--- config.mk ---
export PLATFORM = sky130hd
export DESIGN_NAME = exe_stage
export DESIGN_NICKNAME = d
export VERILOG_FILES = /design/src/rtl/exe_stage.sv
export SDC_FILE = /design/constraint.sdc
export NUM_CORES = 2
export LEC_CHECK = 0
export CAP_MARGIN = 15
export CELL_PAD_IN_SITES_DETAIL_PLACEMENT = 0
export CELL_PAD_IN_SITES_GLOBAL_PLACEMENT = 1
export CORE_MARGIN = 2
export CORE_UTILIZATION = 47
export CTS_CLUSTER_SIZE = 24
export DETAILED_ROUTE_END_ITERATION = 16
export GPL_TIMING_DRIVEN = 0
export MAX_ROUTING_LAYER = met4
export PLACE_DENSITY = 0.95
export RECOVER_POWER = 50
export SYNTH_ARGS = -nofsm -noshare
export SYNTH_HDL_FRONTEND = slang
export SYNTH_SLANG_ARGS = --single-unit
--- constraint.sdc ---
create_clock -name clk -period 32.9 [get_ports clk]
set_input_delay 9.87 -clock clk [delete_from_list [all_inputs] [get_ports clk]]
set_output_delay 9.87 -clock clk [all_outputs]
set_load 0.03 [all_outputs]
--- src/rtl/exe_stage.sv ---
// rtl/exe_stage.sv - MIPS execute stage: ALU, iterative mul/div with HI/LO, EXE/MEM register
// Mul/div stalls the front of the pipe for 33 cycles; the instruction leaves EXE in the DONE cycle.
module exe_stage (
  input  logic        clk,
  input  logic        rst,
  input  logic        ewreg,
  input  logic        em2reg,
  input  logic        ewmem,
  input  logic        ejal,
  input  logic        ealuimm,
  input  logic [4:0]  ealuc,
  input  logic [4:0]  eshamt,
  input  logic [29:0] epc4,
  input  logic [31:0] ea,
  input  logic [31:0] eb,
  input  logic [31:0] eimm,
  input  logic [4:0]  ern,
  output logic        stall,
  output logic [31:0] ealu,
  output logic        mwreg,
  output logic        mm2reg,
  output logic        mwmem,
  output logic [31:0] malu,
  output logic [31:0] mb,
  output logic [4:0]  mrn,
  output logic [31:0] hi,
  output logic [31:0] lo
);

  localparam logic [4:0] OP_ADD  = 5'd0,  OP_SUB  = 5'd1,  OP_AND  = 5'd2,  OP_OR   = 5'd3;
  localparam logic [4:0] OP_XOR  = 5'd4,  OP_NOR  = 5'd5,  OP_SLT  = 5'd6,  OP_SLTU = 5'd7;
  localparam logic [4:0] OP_SLL  = 5'd8,  OP_SRL  = 5'd9,  OP_SRA  = 5'd10, OP_LUI  = 5'd11;
  localparam logic [4:0] OP_SLLV = 5'd12, OP_SRLV = 5'd13, OP_SRAV = 5'd14;
  localparam logic [4:0] OP_MULT = 5'd16, OP_DIV  = 5'd18;
  localparam logic [4:0] OP_MFHI = 5'd20, OP_MFLO = 5'd21, OP_MTHI = 5'd22, OP_MTLO = 5'd23;

  typedef enum logic [1:0] {S_IDLE, S_BUSY, S_DONE} state_t;

  state_t      state_q, state_d;
  logic [4:0]  count_q;
  logic [31:0] mcand_q;
  logic [63:0] p_q;
  logic        is_div_q, neg_lo_q, neg_hi_q, div0_q;
  logic [31:0] hi_q, lo_q;
  logic        mwreg_q, mm2reg_q, mwmem_q;
  logic [31:0] malu_q, mb_q;
  logic [4:0]  mrn_q;

  logic [31:0] b, alu_res;
  logic        is_md, md_signed;
  logic [31:0] a_mag, b_mag;
  logic [32:0] mul_sum, rem_sh, div_diff;
  logic [63:0] mul_next, div_next, p_step, prod_fix;
  logic [31:0] div_lo, div_hi;

  assign b         = ealuimm ? eimm : eb;
  assign is_md     = (ealuc[4:2] == 3'b100);
  assign md_signed = (ealuc == OP_MULT) || (ealuc == OP_DIV);

  always_comb begin
    alu_res = 32'h0;
    case (ealuc)
      OP_ADD:  alu_res = ea + b;
      OP_SUB:  alu_res = ea - b;
      OP_AND:  alu_res = ea & b;
      OP_OR:   alu_res = ea | b;
      OP_XOR:  alu_res = ea ^ b;
      OP_NOR:  alu_res = ~(ea | b);
      OP_SLT:  alu_res = {31'h0, $signed(ea) < $signed(b)};
      OP_SLTU: alu_res = {31'h0, ea < b};
      OP_SLL:  alu_res = eb << eshamt;
      OP_SRL:  alu_res = eb >> eshamt;
      OP_SRA:  alu_res = $unsigned($signed(eb) >>> eshamt);
      OP_LUI:  alu_res = {b[15:0], 16'h0};
      OP_SLLV: alu_res = eb << ea[4:0];
      OP_SRLV: alu_res = eb >> ea[4:0];
      OP_SRAV: alu_res = $unsigned($signed(eb) >>> ea[4:0]);
      OP_MFHI: alu_res = hi_q;
      OP_MFLO: alu_res = lo_q;
      default: alu_res = 32'h0;
    endcase
  end

  assign ealu = ejal ? ({epc4, 2'b00} + 32'd4) : alu_res;

  // p_q holds {acc, multiplier} for mul and {remainder, dividend/quotient} for div
  always_comb begin
    a_mag    = (md_signed && ea[31]) ? -ea : ea;
    b_mag    = (md_signed && b[31])  ? -b  : b;
    mul_sum  = {1'b0, p_q[63:32]} + (p_q[0] ? {1'b0, mcand_q} : 33'h0);
    mul_next = {mul_sum, p_q[31:1]};
    rem_sh   = {p_q[63:32], p_q[31]};
    div_diff = rem_sh - {1'b0, mcand_q};
    div_next = div_diff[32] ? {rem_sh[31:0], p_q[30:0], 1'b0}
                            : {div_diff[31:0], p_q[30:0], 1'b1};
    p_step   = is_div_q ? div_next : mul_next;
    prod_fix = neg_lo_q ? -p_step : p_step;
    div_lo   = div0_q ? 32'hFFFF_FFFF : (neg_lo_q ? -p_step[31:0] : p_step[31:0]);
    div_hi   = neg_hi_q ? -p_step[63:32] : p_step[63:32];
  end

  always_ff @(posedge clk) begin
    if (!rst) state_q <= S_IDLE;
    else      state_q <= state_d;
  end

  always_comb begin
    state_d = state_q;
    case (state_q)
      S_IDLE:  if (is_md) state_d = S_BUSY;
      S_BUSY:  if (count_q == 5'd31) state_d = S_DONE;
      S_DONE:  state_d = S_IDLE;
      default: state_d = S_IDLE;
    endcase
  end

  always_comb begin
    stall = 1'b0;
    case (state_q)
      S_IDLE:  stall = is_md;
      S_BUSY:  stall = 1'b1;
      default: stall = 1'b0;
    endcase
  end

  always_ff @(posedge clk) begin
    if (!rst) begin
      count_q  <= 5'h0;
      mcand_q  <= 32'h0;
      p_q      <= 64'h0;
      is_div_q <= 1'b0;
      neg_lo_q <= 1'b0;
      neg_hi_q <= 1'b0;
      div0_q   <= 1'b0;
      hi_q     <= 32'h0;
      lo_q     <= 32'h0;
    end else begin
      case (state_q)
        S_IDLE: begin
          if (is_md) begin
            mcand_q  <= b_mag;
            p_q      <= {32'h0, a_mag};
            is_div_q <= ealuc[1];
            neg_lo_q <= md_signed && (ea[31] ^ b[31]);
            neg_hi_q <= md_signed && (ealuc[1] ? ea[31] : (ea[31] ^ b[31]));
            div0_q   <= (b == 32'h0);
            count_q  <= 5'h0;
          end else if (ealuc == OP_MTHI) begin
            hi_q <= ea;
          end else if (ealuc == OP_MTLO) begin
            lo_q <= ea;
          end
        end
        S_BUSY: begin
          p_q     <= p_step;
          count_q <= count_q + 5'd1;
          if (count_q == 5'd31) begin
            hi_q <= is_div_q ? div_hi : prod_fix[63:32];
            lo_q <= is_div_q ? div_lo : prod_fix[31:0];
          end
        end
        default: ;
      endcase
    end
  end

  // A stalled edge pushes a bubble into MEM
  always_ff @(posedge clk) begin
    if (!rst || stall) begin
      mwreg_q  <= 1'b0;
      mm2reg_q <= 1'b0;
      mwmem_q  <= 1'b0;
      malu_q   <= 32'h0;
      mb_q     <= 32'h0;
      mrn_q    <= 5'h0;
    end else begin
      mwreg_q  <= ewreg;
      mm2reg_q <= em2reg;
      mwmem_q  <= ewmem;
      malu_q   <= ealu;
      mb_q     <= eb;
      mrn_q    <= ern;
    end
  end

  assign mwreg  = mwreg_q;
  assign mm2reg = mm2reg_q;
  assign mwmem  = mwmem_q;
  assign malu   = malu_q;
  assign mb     = mb_q;
  assign mrn    = mrn_q;
  assign hi     = hi_q;
  assign lo     = lo_q;

endmodule

Yosys cells after proc, flatten, opt, wreduce, memory -nomap -nowiden --
Cells that the tools add are included.
Word-level totals: flip-flop bits (word level) 243, input port bits 148, output and inout bits 169, logic and storage cells 117
Cells by class: add/subtract/negate cells 11, $lt $le $gt $ge 2, eq/ne operators 29, shift operators 6, multiplexer cells 32, bitwise operators 5, reduce and logical (&&, ||, !) cells 16
Operators by type and width (number):
- $mux 32 | 17
- $pmux 32 s17 | 1
- $mux 64 | 4
- $neg 32->32 | 4
- $pmux 32 s2 | 2
- $pmux 64 s2 | 1
- $lt 32x32->1 | 2
- $neg 64->64 | 1
- $shl 32x5->32 | 2
- $shr 32x5->32 | 2
- $sshr 32x5->32 | 2
- $eq 5x4->1 const B | 7
- $eq 5x5->1 const B | 7
- $add 32x32->33 | 1
- $sub 33x32->33 | 1
- $add 32x3->32 const B | 1
- $add 32x32->32 | 1
- $and 32x32->32 | 1
- $logic_not 32->1 | 1
- $not 32->32 | 1
- $or 32x32->32 | 1
- $sub 32x32->32 | 1
- $xor 32x32->32 | 1
- $eq 5x3->1 const B | 4
- other kinds (22) | 35

Logic depth before layout (Yosys ltp) --
depth in word-level cells 9, mapped depth 24, gate-level depth less buffers 24

Worst setup path after synthesis --
No wires, ideal clock.
kind input -> output, start in ealuimm, end out ealu[26], arrival 15.180 ns, required time 23.030 ns, slack 7.850 ns, stages on the path 18, buffers on the path 4, cells stage by stage clkbuf_1 > clkbuf_1 > buf_1 > clkbuf_1 > mux2i_1 > inv_1 > fa_1 > a21oi_1 > o21bai_1 > a21o_1 > a21oi_1 > o31ai_1 > a41o_1 > a41oi_1 > o21ai_0 > a311o_1 > xnor2_1 > o21ai_0
Between the ends: cells in the longest elaborated chain, start to end 5, elaborated cells between the ends (all ways) 9, classes of those cells add/sub: 2; mux: 3; bitwise: 4
RTL lines:
- from (decl) | line 10 | input logic ealuimm,
- $mux 32 * | line 56 | assign b = ealuimm ? eimm : eb;
- branches (longest 2 deep; another with $sub 32x32->32)
- $pmux 32 s17 * | line 62 | case (ealuc)
- $mux 32 * | line 84 | assign ealu = ejal ? ({epc4, 2'b00} + 32'd4) : alu_res;
- to (decl) | line 19 | output logic [31:0] ealu,
Mark *: on every way between the ends.

Worst setup path in the final report --
start in ealuimm, end out ealu[27]
Same word-level chain as after synthesis.

==> results.cfg <==
[synth]
ys_seq_area_frac = 0.1655
ys_async_sr_fraction = 0
yosys_warnings = 0
synth_area_per_cell_um2 = 7.351
synthFlopType = dfxtp_1
ys_ff_latch = 243
synth_top_cell_by_area = dfxtp_1
synth-edff-count = 0
netlist.area_leader.share = 0.1655
synth_area_um2 = 29390
syn_nets = 4317
synth_area_leaders = dfxtp_1, mux2i_1, ha_1, nand2_1, o21ai_0
postSynthCellCount = 3998
synth.distinct_cells = 98

[clocking]
clock_sinks = 243
root_buffer = clkbuf_16
cts_resized = 0
post-cts-setup-buffers = 0
ctsHoldBuffers = 0
clockBufferDepth = 3
cts.clk_slew.worst_paths_ns = 0.06
cts_tree = done
cts_buffers = 28
htree_levels = 1
insertion_delay_ns = 0.62

[timing]
slew_headroom = 0.02041
drv_slew = 0
tightestPinTransition_ns = 1.469
timing.fmax_ghz = 0.03550
setup_violations = 0
fin_crit_ns = 28.17
rsz0062_at_grt = false
period_share = 0.8561
finalHoldViolations = 0
skew_ns = 0.06223
setup_tns_ns = 0

[worst_setup_path]
slowest_stage = mux2i_1
r2r_end = hi[26]
worstPathRequired_ns = 23.03
endpoint = ealu[27]
worst_path_most_repeated_cell = clkbuf_1
critPathCaptureType = primary output
start_kind = primary input
worst_r2r_startpoint = p_q[31]
path_max_fanout = 10
critPathKind = in2out
path_cells = clkdlybuf4s50_1, clkbuf_1, clkbuf_1, buf_1, clkbuf_1, mux2i_1, ha_1, clkbuf_1, inv_1, o21ai_0, a41oi_1, o21ai_0, a21oi_1, o311ai_0, o21a_1, nor2_1, a21oi_1, nand2_1, clkdlybuf4s50_1
crit_path_start = ealuimm
crit_arrival_ns = 18.30
reg2reg_slack_ns = 25.72
max_stage_delay_ns = 0.87
r2r_cells = 23

[cells_and_area]
syn_to_final_growth_pct = 17.87
drive_above_1_share = 0.04287
layout_commonest_cell = nand2_1
stdcell_count = 5227
layout_common_cells = nand2_1, o21ai_0, mux2i_1
finish.net_count = 4659
final_area_um2 = 34640
fillers = 6216

[placed_design]
place.gp.congestion = 1.245
port_buffers = 303
dp.cells = 5141
post-dp-hpwl_um = 136400
placed_cell_area_um2 = 33510

[floorplan]
dieArea_um2 = 64550
initial_utilization = 0.4763
io_pins = 317
core.rowCount = 91
core_area_um2 = 61710
dieWidth_um = 254.1
die_h_um = 254.1

[global_route]
grt_pass1_vias = 32850
grt_max_degree = 15
grt_overflow = 0
grt_pass1_wl_um = 235600
antenna_found_initial = 25
grt_use_total = 0.5181

[routing]
drc_errors = 0
dr_wl_met2_um = 65510
routed_wl_um = 170200
vias_per_cell = 7.053
drt_iter0_drc = 6457
vias = 36860
ant_nets = 0
met3WireLength_um = 27830
dr.pass1.iters = 9
drt-met1-wl_um = 65070
routed_wire_length_per_instance_um = 32.56
top_layer = met4

[power_and_ir_drop]
power_density_nw_per_um2 = 34.29
max-vdd-ir-drop_mv = 0.04165
fin_total_pwr_w = 0.001188
leakagePower_nw = 14.09

[min_path]
hold_class = reg2reg

[status]
status = finished clean

[flow_run]
maxCapViolCount = 0
metrics by stage:
stage	hold WS (ns)	setup slack, ns	util
2_1_floorplan	0.4412	7.850	-
3_3_place_gp	0.4703	5.148	0.5424
3_5_place_dp	0.4815	5.143	0.5430
4_1_cts	0.4904	5.108	0.5596
5_1_grt	0.5150	4.559	0.5610
6_report	0.4931	4.734	0.5614
worst max-delay path: cells and delay by family:
| kind | cells | cell delay, ns |
|---|---|---|
| AO/OA/AOI/OAI | 7 | 2.81 |
| AND/OR/NAND/NOR | 2 | 0.14 |
| multiplexers | 1 | 0.87 |
| adder cells (fa/ha/maj) | 1 | 0.23 |
| buffers and inverters | 8 | 4.32 |
cell usage after synthesis, drive strengths merged (12+ instances only):
library cell and number:
nand2b 17, nand3 119, o21a 24, buf 62, a31oi 51, and2 94, a221oi 49, a21boi 52
o21ai 276, mux2i 272, clkbuf 249, a21o 66, a311oi 18, a21oi 265, o22ai 14, ha 167
o21bai 21, a211o 13, dfxtp 243, a211oi 67, a31o 12, a2111oi 18, nor2b 82, o31ai 35
a41oi 14, nor3 85, or3 21, nand4 48, mux4 36, inv 169, nor2 255, nor3b 14
nor4 22, nand2 418, a22o 14, xor2 45, mux2 30, o211ai 61, xnor2 149, and3 85
a22oi 38, a221o 12, o2111ai 12, o221ai 48
registers in the layout, summed over array words and instances, names as in the netlist, 2 cells and up:
name,flops
p_q,64
hi,32
lo,32
malu,32
mb,32
mcand_q,32
count_q,5
mrn,5
state_q,2
routing by layer:
metal | vias to the layer above | GRT usage
li1 | 15520 | -
met1 | 17400 | 0.6712
met2 | 3294 | 0.6882
met3 | 645 | 0.1898
met4 | 0 | 0.2825
met5 | - | -
cell type report:
class	count	area, µm²	share of cell area
Buffer	311	1195	0.03449
Inverter	170	638.1	0.01842
Timing Repair Buffer	312	3095	0.08936
Tap cell	837	1047	0.03023
Clock inverter	17	267.8	0.007729
Clock buffer	35	757.0	0.02185
Antenna cell	28	70.07	0.002023
Multi-Input combinational cell	3274	22710	0.6555
Sequential cell	243	4865	0.1404
cells by family after synthesis:
| group | count (synthesis) | share of synthesized area |
|---|---|---|
| xor+xnor | 194 | 0.05781 |
| compound gates | 1257 | 0.2893 |
| mux | 338 | 0.1317 |
| fa+ha+maj | 171 | 0.07382 |
| buf+inv | 481 | 0.06237 |
| simple gates | 1314 | 0.2195 |
| flops | 243 | 0.1655 |
how the worst min path moves through the flow:
stage	to	from	cells past startpoint
finish	mcand_q[1]	mcand_q[1]	2
global route	count_q[4]	count_q[4]	2
CTS	count_q[4]	count_q[4]	2
detailed placement	count_q[4]	count_q[4]	2
global placement	count_q[4]	count_q[4]	2
floorplan	div0_q	div0_q	2
power breakdown:
part / switching (W) / internal, W
combinational: 0.000350 / 0.000165
sequential: 0.0000111 / 0.000305
clock: 0.000145 / 0.000211
Power figures use the tool's default switching activity.
